<file path="src/rtl/note_articulator.sv">
// Note articulator: separates consecutive tone periods either with a silent
// re-articulation gap or with a bounded-step glide (portamento) toward the new note.
module note_articulator #(
    parameter int GAP_CYCLES  = 1_250_000,
    parameter int STEP_CYCLES = 12_500,
    parameter int GLIDE_SHIFT = 4
) (
    input  logic        clk,
    input  logic        rst,
    input  logic [23:0] tone_in,
    input  logic        glide_en,
    output logic [23:0] tone_out,
    output logic        busy,
    output logic        note_start
);

    localparam int GW = (GAP_CYCLES  > 1) ? $clog2(GAP_CYCLES)  : 1;
    localparam int SW = (STEP_CYCLES > 1) ? $clog2(STEP_CYCLES) : 1;

    typedef enum logic [1:0] {PLAY, GAP, GLIDE} state_t;

    state_t        state, next_state;
    logic [23:0]   tgt, cur, next_cur;
    logic [GW-1:0] gap_cnt, next_gap;
    logic [SW-1:0] step_cnt, next_step;
    logic          next_ns;

    logic          change;
    logic [23:0]   tgt_sel;
    logic [24:0]   diff, mag, shifted, delta;
    logic [23:0]   step_cur;

    assign change  = (tone_in != tgt);
    assign tgt_sel = change ? tone_in : tgt;

    // Glide step uses the freshly accepted target so a same-cycle retarget wins.
    assign diff    = {1'b0, tgt_sel} - {1'b0, cur};
    assign mag     = diff[24] ? (~diff + 25'd1) : diff;
    assign shifted = mag >> GLIDE_SHIFT;
    assign delta   = (mag == 25'd0) ? 25'd0 : ((shifted == 25'd0) ? 25'd1 : shifted);
    assign step_cur = diff[24] ? (cur - delta[23:0]) : (cur + delta[23:0]);

    always_comb begin
        next_state = state;
        next_cur   = cur;
        next_gap   = gap_cnt;
        next_step  = step_cnt;
        next_ns    = 1'b0;
        unique case (state)
            PLAY: begin
                if (change) begin
                    if (tone_in == 24'd0) begin
                        next_cur = 24'd0;
                    end else if (cur == 24'd0) begin
                        next_cur = tone_in;
                        next_ns  = 1'b1;
                    end else if (!glide_en) begin
                        next_cur   = tone_in;
                        next_state = GAP;
                        next_gap   = '0;
                    end else begin
                        next_state = GLIDE;
                        next_step  = '0;
                    end
                end
            end
            GAP: begin
                if (change && tone_in == 24'd0) begin
                    next_cur   = 24'd0;
                    next_state = PLAY;
                end else begin
                    if (change)
                        next_cur = tone_in;
                    next_gap = gap_cnt + GW'(1);
                    if (gap_cnt == GW'(GAP_CYCLES - 1)) begin
                        next_state = PLAY;
                        next_ns    = 1'b1;
                    end
                end
            end
            GLIDE: begin
                if (change && tone_in == 24'd0) begin
                    next_cur   = 24'd0;
                    next_state = PLAY;
                end else if (step_cnt == SW'(STEP_CYCLES - 1)) begin
                    next_cur  = step_cur;
                    next_step = '0;
                    if (step_cur == tgt_sel)
                        next_state = PLAY;
                end else begin
                    next_step = step_cnt + SW'(1);
                end
            end
            default: next_state = PLAY;
        endcase
    end

    always_ff @(posedge clk) begin
        if (rst) begin
            state      <= PLAY;
            tgt        <= 24'd0;
            cur        <= 24'd0;
            gap_cnt    <= '0;
            step_cnt   <= '0;
            tone_out   <= 24'd0;
            busy       <= 1'b0;
            note_start <= 1'b0;
        end else begin
            state      <= next_state;
            tgt        <= tgt_sel;
            cur        <= next_cur;
            gap_cnt    <= next_gap;
            step_cnt   <= next_step;
            tone_out   <= (next_state == GAP) ? 24'd0 : next_cur;
            busy       <= (next_state != PLAY);
            note_start <= next_ns;
        end
    end

endmodule
</file>
<file path="config.mk">
export PLATFORM = sky130hd
export DESIGN_NAME = note_articulator
export DESIGN_NICKNAME = d
export VERILOG_FILES = /design/src/rtl/note_articulator.sv
export SDC_FILE = /design/constraint.sdc
export NUM_CORES = 1
export LEC_CHECK = 0
export ABC_CLOCK_PERIOD_IN_PS = 17800
export CAP_MARGIN = 30
export CORE_MARGIN = 5
export CORE_UTILIZATION = 40
export CTS_BUF_LIST = sky130_fd_sc_hd__clkbuf_4
export CTS_CLUSTER_DIAMETER = 30
export DETAILED_ROUTE_END_ITERATION = 8
export PLACE_DENSITY = 0.62
export SETUP_SLACK_MARGIN = 0.4
export SLEW_MARGIN = 15
export SYNTH_ARGS = -nofsm -noshare
export SYNTH_HDL_FRONTEND = slang
export SYNTH_SLANG_ARGS = --single-unit
</file>
<file path="constraint.sdc">
create_clock -name clk -period 17.8 [get_ports clk]
set_input_delay 4.45 -clock clk [delete_from_list [all_inputs] [get_ports clk]]
set_output_delay 4.45 -clock clk [all_outputs]
set_load 0.05 [all_outputs]
</file>
==> impl_metrics.ini, run 1 <==
[timing]
hold_viol = 0
fin_skew_ns = 0.03277
fin_setup_tns_ns = 0
setup_violations = 0
slew_headroom_pct = 40.89
rsz0062_at_grt = false
max_freq_mhz = 79.78
final_max_slew_viol_count = 0
hold-worst-slack_ns = 0.5064
period_needed_ns = 12.53
worst_pin_slew_ns = 0.8799
fin_crit_sh_pct = 70.42

[global_routing]
met2_usage_pct = 35.20
grt_use_total_pct = 22.40
grt_busiest_layer = met2
grt_use_met1_pct = 32.05
met3_usage_pct = 2.785
grt_pass1_vias = 8488
grt_max_degree = 67
antenna_found_initial = 1
grt-ovfl-total = 0
grt_pass1_wl_mm = 47.96

[cts]
cts_root_buffer = clkbuf_4
clock_latency_ns = 0.52
cts_sinks = 111
tritoncts = yes
cts.hold.buffers_added = 0
cts_buffers = 9
path_clk_slew_ns = 0.18
post_cts_resized = 0
htreeDepth = 3
clockBufferDepth = 2
cts_post_setup_buffers_inserted = 0

[detailed_routing]
routed_wl_mm = 30.46
postRouteAntennaNets = 0
dr.pass1.iters = 5
vias_per_cell = 5.999
first_iter_violations = 1043
drc = 0
wl_per_cell_um = 19.63
dr_total_vias = 9310

[critical_path]
endpoint_kind = flop
path_class = in2reg
cp_common_cell = a21o_1
crit_slowest_cell = a21oi_2
cpPeakStageDelay_ns = 0.67
crit_family = compound AO/OA/AOI/OAI gates
crit_required_ns = 18.18
startpoint_type = primary input
worst_ep_arrival_time_ns = 12.91
crit_path_max_fanout = 16
path_buf_inv = 4

[floorplanning]
start_util_pct = 40.57
pin_count = 53
core_area_sq_um = 23470
die_h_um = 164.3
dieArea_sq_um = 26990
rows = 56
fp.dieW_um = 164.3

[placed_design]
port_buffers = 52
place_hpwl_mm = 23.62
dp.cells = 1534
gp_congestion = 0.9826

[flow_run]
maxCapViolCount = 0

[logic_synthesis]
synth_edf_count = 0
synthDistinctLibCells = 95
async_reset_ff_share_pct = 0
syn_nets = 1322
ys_warn_count = 0
synth-seq-cells = 111
seq_area_frac_synth_pct = 23.34
syn-cell-area_sq_um = 9522
synth_cells = 1240
ys.flop_type = dfxtp_1
synth.avg_cell_area_sq_um = 7.679

[finish]
n_fill_cell = 2363
finalNetCount = 1309
stdcell_count = 1552
utilization_pct = 43.92
area_growth_pct = 8.265
drive_above_1_share_pct = 6.006

[outcome]
outcome = completed

[worst_hold_path]
hp-class = reg2reg

[power_and_ir_drop]
p_total_mw = 1.551
p_leak_nw = 3.827
max-vdd-ir-drop_mv = 0.06173
p_per_area_nw_per_um2 = 150.5
-- worst reg2reg max path, delay by kind of cell, from the launching register on --
family	cells	cell delay, ns
fa+ha+maj	4	1.14
xor+xnor	2	0.34
simple gates	7	2.07
buf+inv	2	0.12
compound gates	14	3.91
flops	1	0.51
mux	1	0.26
-- state kept, by name, summed over array words and instances (netlist names) --
| register | cells |
|---|---|
| busy | 1 |
| cur | 24 |
| gap_cnt | 21 |
| note_start | 1 |
| state | 2 |
| step_cnt | 14 |
| tgt | 24 |
| tone_out | 24 |
-- cell usage in the layout (no fill, tap or decap), types with 11 or more instances in the layout --
cell type	n
and2_1	24
o211ai_1	11
nor2_1	104
a31oi_1	12
o21ai_0	67
nor4_1	19
or3_1	18
inv_1	43
nor3_1	38
dfxtp_1	111
ha_1	53
nor2b_1	34
nand3_1	36
a21o_1	23
a21oi_1	89
clkdlybuf4s50_1	51
and3_1	19
nand2b_1	14
nand4_1	22
xnor2_1	64
xor2_1	37
nand2_1	106
a22oi_1	11
-- final timing paths --
| check | slack [ns] | depth (start not counted) | to | startpoint |
|---|---|---|---|---|
| hold / removal | 0.51 | 2 | step_cnt[13] | step_cnt[13] |
| setup / recovery | 5.27 | 32 | busy | tone_in[0] |
| hold reg to reg | 0.51 | 2 | step_cnt[13] | step_cnt[13] |
| setup reg to reg | 9.31 | 30 | busy | cur[0] |
-- report_power, final --
| part | internal [mW] | switching [mW] | total, mW |
|---|---|---|---|
| clock network | 0.0332 | 0.0997 | 0.133 |
| registers | 0.280 | 0.0419 | 0.322 |
| logic | 0.411 | 0.686 | 1.10 |
| total | 0.724 | 0.827 | 1.55 |
-- stage by stage --
| stage | instance area, sq um | setup WS [ns] |
|---|---|---|
| 5_1_grt | 10310 | 4.634 |
| 2_1_floorplan | 9522 | 6.630 |
| 6_report | 10310 | 5.266 |
| 3_3_place_gp | 10160 | 5.011 |
| 4_1_cts | 10300 | 5.319 |
| 3_5_place_dp | 10160 | 4.825 |
-- Yosys cell counts, types with 11 or more instances --
master / n / area share (%)
a21o_1: 23 / 1.8
a21oi_1: 89 / 4.7
a22oi_1: 11 / 0.87
a31oi_1: 12 / 0.79
and2_1: 24 / 1.6
and3_1: 19 / 1.2
clkbuf_1: 71 / 2.8
dfxtp_1: 111 / 23
ha_1: 53 / 7.0
inv_1: 43 / 1.7
nand2_1: 106 / 4.2
nand2b_1: 14 / 0.92
nand3_1: 36 / 1.9
nand4_1: 22 / 1.4
nor2_1: 104 / 4.1
nor2b_1: 34 / 2.2
nor3_1: 38 / 2.0
nor4_1: 19 / 1.2
o211ai_1: 11 / 0.87
o21ai_0: 67 / 3.5
or3_1: 18 / 1.2
xnor2_1: 64 / 5.9
xor2_1: 37 / 3.4
-- logic make-up after synthesis --
| kind of cell | synth area share, % |
|---|---|
| AOI/OAI and AO/OA | 24.94 |
| xor gates and xnor gates | 10.64 |
| adders and majority gates | 7.385 |
| buffers and inverters | 5.335 |
| DFF | 23.34 |
| muxes | 1.196 |
| and+or+nand+nor | 27.16 |
-- per-layer routing --
layer / share of wire (%) / wire length, um / vias up
met5: 0 / 0 / -
met4: 2.6 / 795 / 0
met3: 7.6 / 2318 / 53
met2: 44 / 13390 / 380
met1: 46 / 13950 / 4408
li1: - / - / 4469
-- layout make-up --
type	instances	area, sq um	share of cell area [%]
diodes	1	2.502	0.02427
clock buffers	9	67.56	0.6554
clock inverters	7	73.82	0.7161
inverters	43	161.4	1.566
multi-input cells	1000	6792	65.88
flip-flops and latches	111	2222	21.56
well taps	319	399.1	3.872
repair buffers	62	590.6	5.729
(Power assumes the default switching activity.)
==> inputs of run 2 (changes only) <==
--- a/config.mk
+++ b/config.mk
@@ -5,14 +5,14 @@
 export SDC_FILE = /design/constraint.sdc
 export NUM_CORES = 1
 export LEC_CHECK = 0
-export ABC_CLOCK_PERIOD_IN_PS = 17800
+export ABC_CLOCK_PERIOD_IN_PS = 11440
 export CAP_MARGIN = 30
 export CORE_MARGIN = 5
 export CORE_UTILIZATION = 40
 export CTS_BUF_LIST = sky130_fd_sc_hd__clkbuf_4
 export CTS_CLUSTER_DIAMETER = 30
 export DETAILED_ROUTE_END_ITERATION = 8
-export PLACE_DENSITY = 0.62
+export PLACE_DENSITY = 0.64
 export SETUP_SLACK_MARGIN = 0.4
 export SLEW_MARGIN = 15
 export SYNTH_ARGS = -nofsm -noshare
==> constraint.sdc (replaced) <==
create_clock -name clk -period 11.44 [get_ports clk]
set_input_delay 2.86 -clock clk [delete_from_list [all_inputs] [get_ports clk]]
set_output_delay 2.86 -clock clk [all_outputs]
set_load 0.05 [all_outputs]
==> run 2 against run 1 <==
Sequential share of layout area decreased by 0.30 points. Clock-buffer cell count unchanged. Core utilization increased by 0.62 points. Critical path depth unchanged. Clock power increased by 50%. Global-route usage increased by 0.097 points. Power increased by 53%. Sequential power increased by 56%. Register-to-register slack got worse by 6.1 ns. Die area unchanged. Via count about the same. Largest power group unchanged.
==> impl_metrics.ini, run 2 (same netlist as run 1, synthesis figures left out) <==
[outcome]
outcome = completed

[floorplanning]
fp.dieW_um = 164.3
rows = 56
pin_count = 53
start_util_pct = 40.57
dieArea_sq_um = 26990
core_area_sq_um = 23470
die_h_um = 164.3

[cts]
cts_root_buffer = clkbuf_4
cts_sinks = 111
clockBufferDepth = 2
path_clk_slew_ns = 0.17
clock_latency_ns = 0.53
htreeDepth = 3
cts_buffers = 9
tritoncts = yes
cts_post_setup_buffers_inserted = 0

[timing]
final_max_slew_viol_count = 0
max_freq_mhz = 93.98
period_needed_ns = 10.64
hold_viol = 0
rsz0062_at_grt = false
hold-worst-slack_ns = 0.5106
slew_headroom_pct = 33.95
worst_pin_slew_ns = 0.9841
fin_setup_tns_ns = 0
fin_skew_ns = 0.03413
setup_violations = 0
fin_crit_sh_pct = 93.01
setup_ws_ns = 0.7999

[critical_path]
crit_slowest_cell = or4b_2
crit_family = compound AO/OA/AOI/OAI gates
cpPeakStageDelay_ns = 0.61
crit_path_max_fanout = 11
startpoint_type = primary input
path_class = in2reg
crit_required_ns = 11.82
endpoint_kind = flop
worst_ep_arrival_time_ns = 11.02
cp_common_cell = a21o_1
path_buf_inv = 4

[placed_design]
dp_slack_ns = 0.3774
place_hpwl_mm = 24.18
port_buffers = 52
gp_congestion = 0.9840

[finish]
area_growth_pct = 9.803
multi_input_area_sq_um = 6804
reg_top3 = cur (24), tgt (24), tone_out (24)
drive_above_1_share_pct = 7.440
mostFrequentLayoutCells = dfxtp_1 (111), nand2_1 (106), nor2_1 (104)
mostFrequentLayoutCell = dfxtp_1
n_fill_cell = 2372
register_area_sq_um = 2222
finalNetCount = 1327

[power_and_ir_drop]
max-vdd-ir-drop_mv = 0.08917
p_leak_nw = 3.918
p_per_area_nw_per_um2 = 227.6

[global_routing]
grt_pass1_wl_mm = 47.73
grt_max_degree = 67
grt_pass1_vias = 8596
antenna_found_initial = 1
grt-ovfl-total = 0
grt_use_total_pct = 22.50

[detailed_routing]
dr.pass1.iters = 8
postRouteAntennaNets = 0
wl_per_cell_um = 19.39
first_iter_violations = 1190
routed_wl_mm = 30.44
vias_per_cell = 5.934
drc = 0
dr_total_vias = 9316

[flow_run]
maxCapViolCount = 0

[worst_hold_path]
hp-class = reg2reg
run 2: final timing paths:
check	from	to	slack, ns	depth (start not counted)
setup reg to reg	cur[0]	busy	3.26	30
hold reg to reg	gap_cnt[10]	gap_cnt[10]	0.51	2
setup / recovery	tone_in[0]	busy	0.80	32
hold / removal	gap_cnt[10]	gap_cnt[10]	0.51	2
run 2: timing repair:
item                       4_1_cts  5_1_grt
hold buffers                     0        0
setup endpoints to repair        0        1
gates resized for setup          0        2
run 2: routing by layer:
| metal | global-route usage (%) | routed length, um | vias to the layer above |
|---|---|---|---|
| met3 | 4.115 | 2972 | 86 |
| met4 | 9.645 | 1431 | 0 |
| met2 | 33.72 | 12630 | 442 |
| met5 | 0 | 0 | - |
| met1 | 31.58 | 13410 | 4275 |
| li1 | - | - | 4513 |
run 2: cell type report:
cell class	instances	share of cell area, %
Inverter	43	1.544
Sequential cell	111	21.25
Tap cell	319	3.818
Clock buffer	9	0.6462
Timing Repair Buffer	80	6.941
Multi-Input combinational cell	1000	65.08
Antenna cell	1	0.02393
Clock inverter	7	0.6941
run 2: worst reg2reg max path, delay by kind of cell, from the launching register on:
| family | cells | cell delay (ns) |
|---|---|---|
| AO/OA/AOI/OAI | 14 | 3.62 |
| buffers and inverters | 2 | 0.13 |
| adder cells (fa/ha/maj) | 4 | 1.17 |
| AND/OR/NAND/NOR | 8 | 2.35 |
| flip-flops | 1 | 0.50 |
| XOR/XNOR | 2 | 0.28 |
run 2: power breakdown:
group,internal [mW],switching [mW]
Combinational,0.646,1.03
Sequential,0.436,0.0655
Clock,0.0514,0.147
run 2: stage by stage:
stage,util [%],instance area (sq um),power (mW),instances
6_report,44.54,10460,2.379,1570
5_1_grt,44.54,10460,2.552,1570
4_1_cts,44.45,10430,2.346,1568
3_5_place_dp,43.85,10290,2.137,1552
3_3_place_gp,43.85,10290,2.134,1552
2_1_floorplan,-,9522,1.733,1240
==> inputs of run 3 (changes only) <==
--- a/config.mk
+++ b/config.mk
@@ -7,7 +7,7 @@
 export LEC_CHECK = 0
 export ABC_CLOCK_PERIOD_IN_PS = 11440
 export CAP_MARGIN = 30
-export CORE_MARGIN = 5
+export CORE_MARGIN = 2
 export CORE_UTILIZATION = 40
 export CTS_BUF_LIST = sky130_fd_sc_hd__clkbuf_4
 export CTS_CLUSTER_DIAMETER = 30
==> run 3 against run 2 <==
Combinational power hardly changed. Largest cell class unchanged. First-iteration DRC count is 19% lower. Sequential power barely moved. Clock-buffer cell count stayed put. Routed wire length shrank 0.53%. Clock power up 21%. Non-clock buffer count stayed put. Worst setup slack improved by 0.053 ns. Via count is 0.49% lower.
==> impl_metrics.ini, run 3 (same netlist as run 1, synthesis figures left out) <==
[outcome]
outcome = completed

[power_and_ir_drop]
comb_power_share_pct = 69.7
p_per_area_nw_per_um2 = 233.4
p_total_mw = 2.448
p_switching_mw = 1.271
sw_frac_of_total_pct = 51.92
internal_power_mw = 1.177
max-vdd-ir-drop_mv = 0.08190
seq_power_share_pct = 20.5
p_leak_nw = 3.935
power_frac_clock_pct = 9.8

[critical_path]
path_buf_inv = 4
path_class = in2reg
startpoint_type = primary input
crit_family = compound AO/OA/AOI/OAI gates
endpoint_kind = flop
crit_slowest_cell = or4b_2
reg2reg_slack_ns = 3.32
worstSetupStartpoint = tone_in[0]
r2r-start = cur[4]
worst_ep_arrival_time_ns = 10.98
r2r_end = busy
crit_path_max_fanout = 8
crit_required_ns = 11.83
cp_common_cell = a21o_1
cpPeakStageDelay_ns = 0.60
r2r.worst_path.cells = 29

[floorplanning]
fp.dieW_um = 158.3
dieArea_sq_um = 25050
core_area_sq_um = 23400
die_h_um = 158.3
pin_count = 53
rows = 56
start_util_pct = 40.69

[global_routing]
grt_max_degree = 67
grt-ovfl-total = 0
grt_use_total_pct = 23.96
grt_pass1_vias = 8278
antenna_found_initial = 1
grt_pass1_wl_mm = 46.51

[timing]
rsz0062_at_grt = false
fin_setup_tns_ns = 0
period_needed_ns = 10.59
fin_skew_ns = 0.03668
setup_ws_ns = 0.8531
final_max_slew_viol_count = 0
slew_headroom_pct = 33.57
fin_crit_sh_pct = 92.54
setup_violations = 0
max_freq_mhz = 94.46
worst_pin_slew_ns = 0.9964
hold_viol = 0

[cts]
clock_latency_ns = 0.51
tritoncts = yes
htreeDepth = 3
path_clk_slew_ns = 0.19
clockBufferDepth = 2
cts_sinks = 111
cts.hold.buffers_added = 0
cts_post_setup_buffers_inserted = 0
cts_buffers = 9
cts_root_buffer = clkbuf_4

[finish]
mostFrequentLayoutCells = dfxtp_1 (111), nand2_1 (106), nor2_1 (104)
n_fill_cell = 2449
register_area_sq_um = 2222
utilization_pct = 44.82
final_area_sq_um = 10490
finalNetCount = 1327
multi_input_area_sq_um = 6804
mostFrequentLayoutCell = dfxtp_1
drive_above_1_share_pct = 7.360
reg_top3 = cur (24), tgt (24), tone_out (24)
area_growth_pct = 10.17

[detailed_routing]
dr.pass1.iters = 5
dr_total_vias = 9270
vias_per_cell = 5.904
first_iter_violations = 966
drc = 0
postRouteAntennaNets = 0
wl_per_cell_um = 19.29
routed_wl_mm = 30.28

[placed_design]
gp_congestion = 0.9396
port_buffers = 52
place_hpwl_mm = 23.73
dp_slack_ns = 0.3130
place_area_sq_um = 10290

[worst_hold_path]
hold_end = gap_cnt[1]
min_from = gap_cnt[1]
whs_path_depth = 2
hp-class = reg2reg

[flow_run]
maxCapViolCount = 0
[run 3: cell count changes in the layout (fill, tap and decap cells not counted)]
cell / delta
inv_8: -2
buf_4: -1
clkinvlp_4: -1
bufinv_16: +2
inv_6: +1
buf_1: +1
[run 3: tightest hold or removal path: cells and delay by family (launching register included)]
kind	cells	cell delay, ns
DFF	1	0.37
and+or+nand+nor	1	0.07
AOI/OAI and AO/OA	1	0.05
[run 3: layout make-up]
cell class	instances	share of cell area [%]
well taps	319	3.805
inverters	43	1.539
diodes	1	0.02385
flip-flops and latches	111	21.18
clock inverters	7	1.062
clock buffers	9	0.6441
multi-input cells	1000	64.86
repair buffers	80	6.882
[run 3: repair_timing]
action | CTS | global route
setup endpoints to repair | 0 | 1
resized for setup | 0 | 2
hold endpoints to repair | 0 | 0
[run 3: power groups by stage]
stage,Clock [mW],Sequential (mW),Combinational [mW]
floorplan,0,0.545,1.19
global route,0.259,0.506,1.85
detailed placement,0,0.508,1.65
global placement,0,0.508,1.66
finish,0.240,0.503,1.71
CTS,0.247,0.500,1.67
[run 3: per-stage QoR]
step	hold WS, ns	cells
after detailed placement	0.4956	1552
after CTS	0.5199	1568
after global routing	0.5415	1570
after floorplan	0.4587	1240
after global placement	0.4776	1551
final	0.5180	1570
[run 3: routing by layer]
metal / part of all wire, % / track usage, %
met5: 0 / 0
met4: 3.0 / 7.979
met1: 47 / 33.67
met3: 6.2 / 3.212
met2: 44 / 37.83
[run 3: worst max path at each step]
stage / to / slack (ns) / depth (start not counted)
floorplan: busy / 1.86 / 32
global placement: busy / 0.55 / 32
detailed placement: busy / 0.31 / 32
CTS: busy / 0.86 / 32
global route: busy / 0.43 / 32
finish: busy / 0.85 / 32
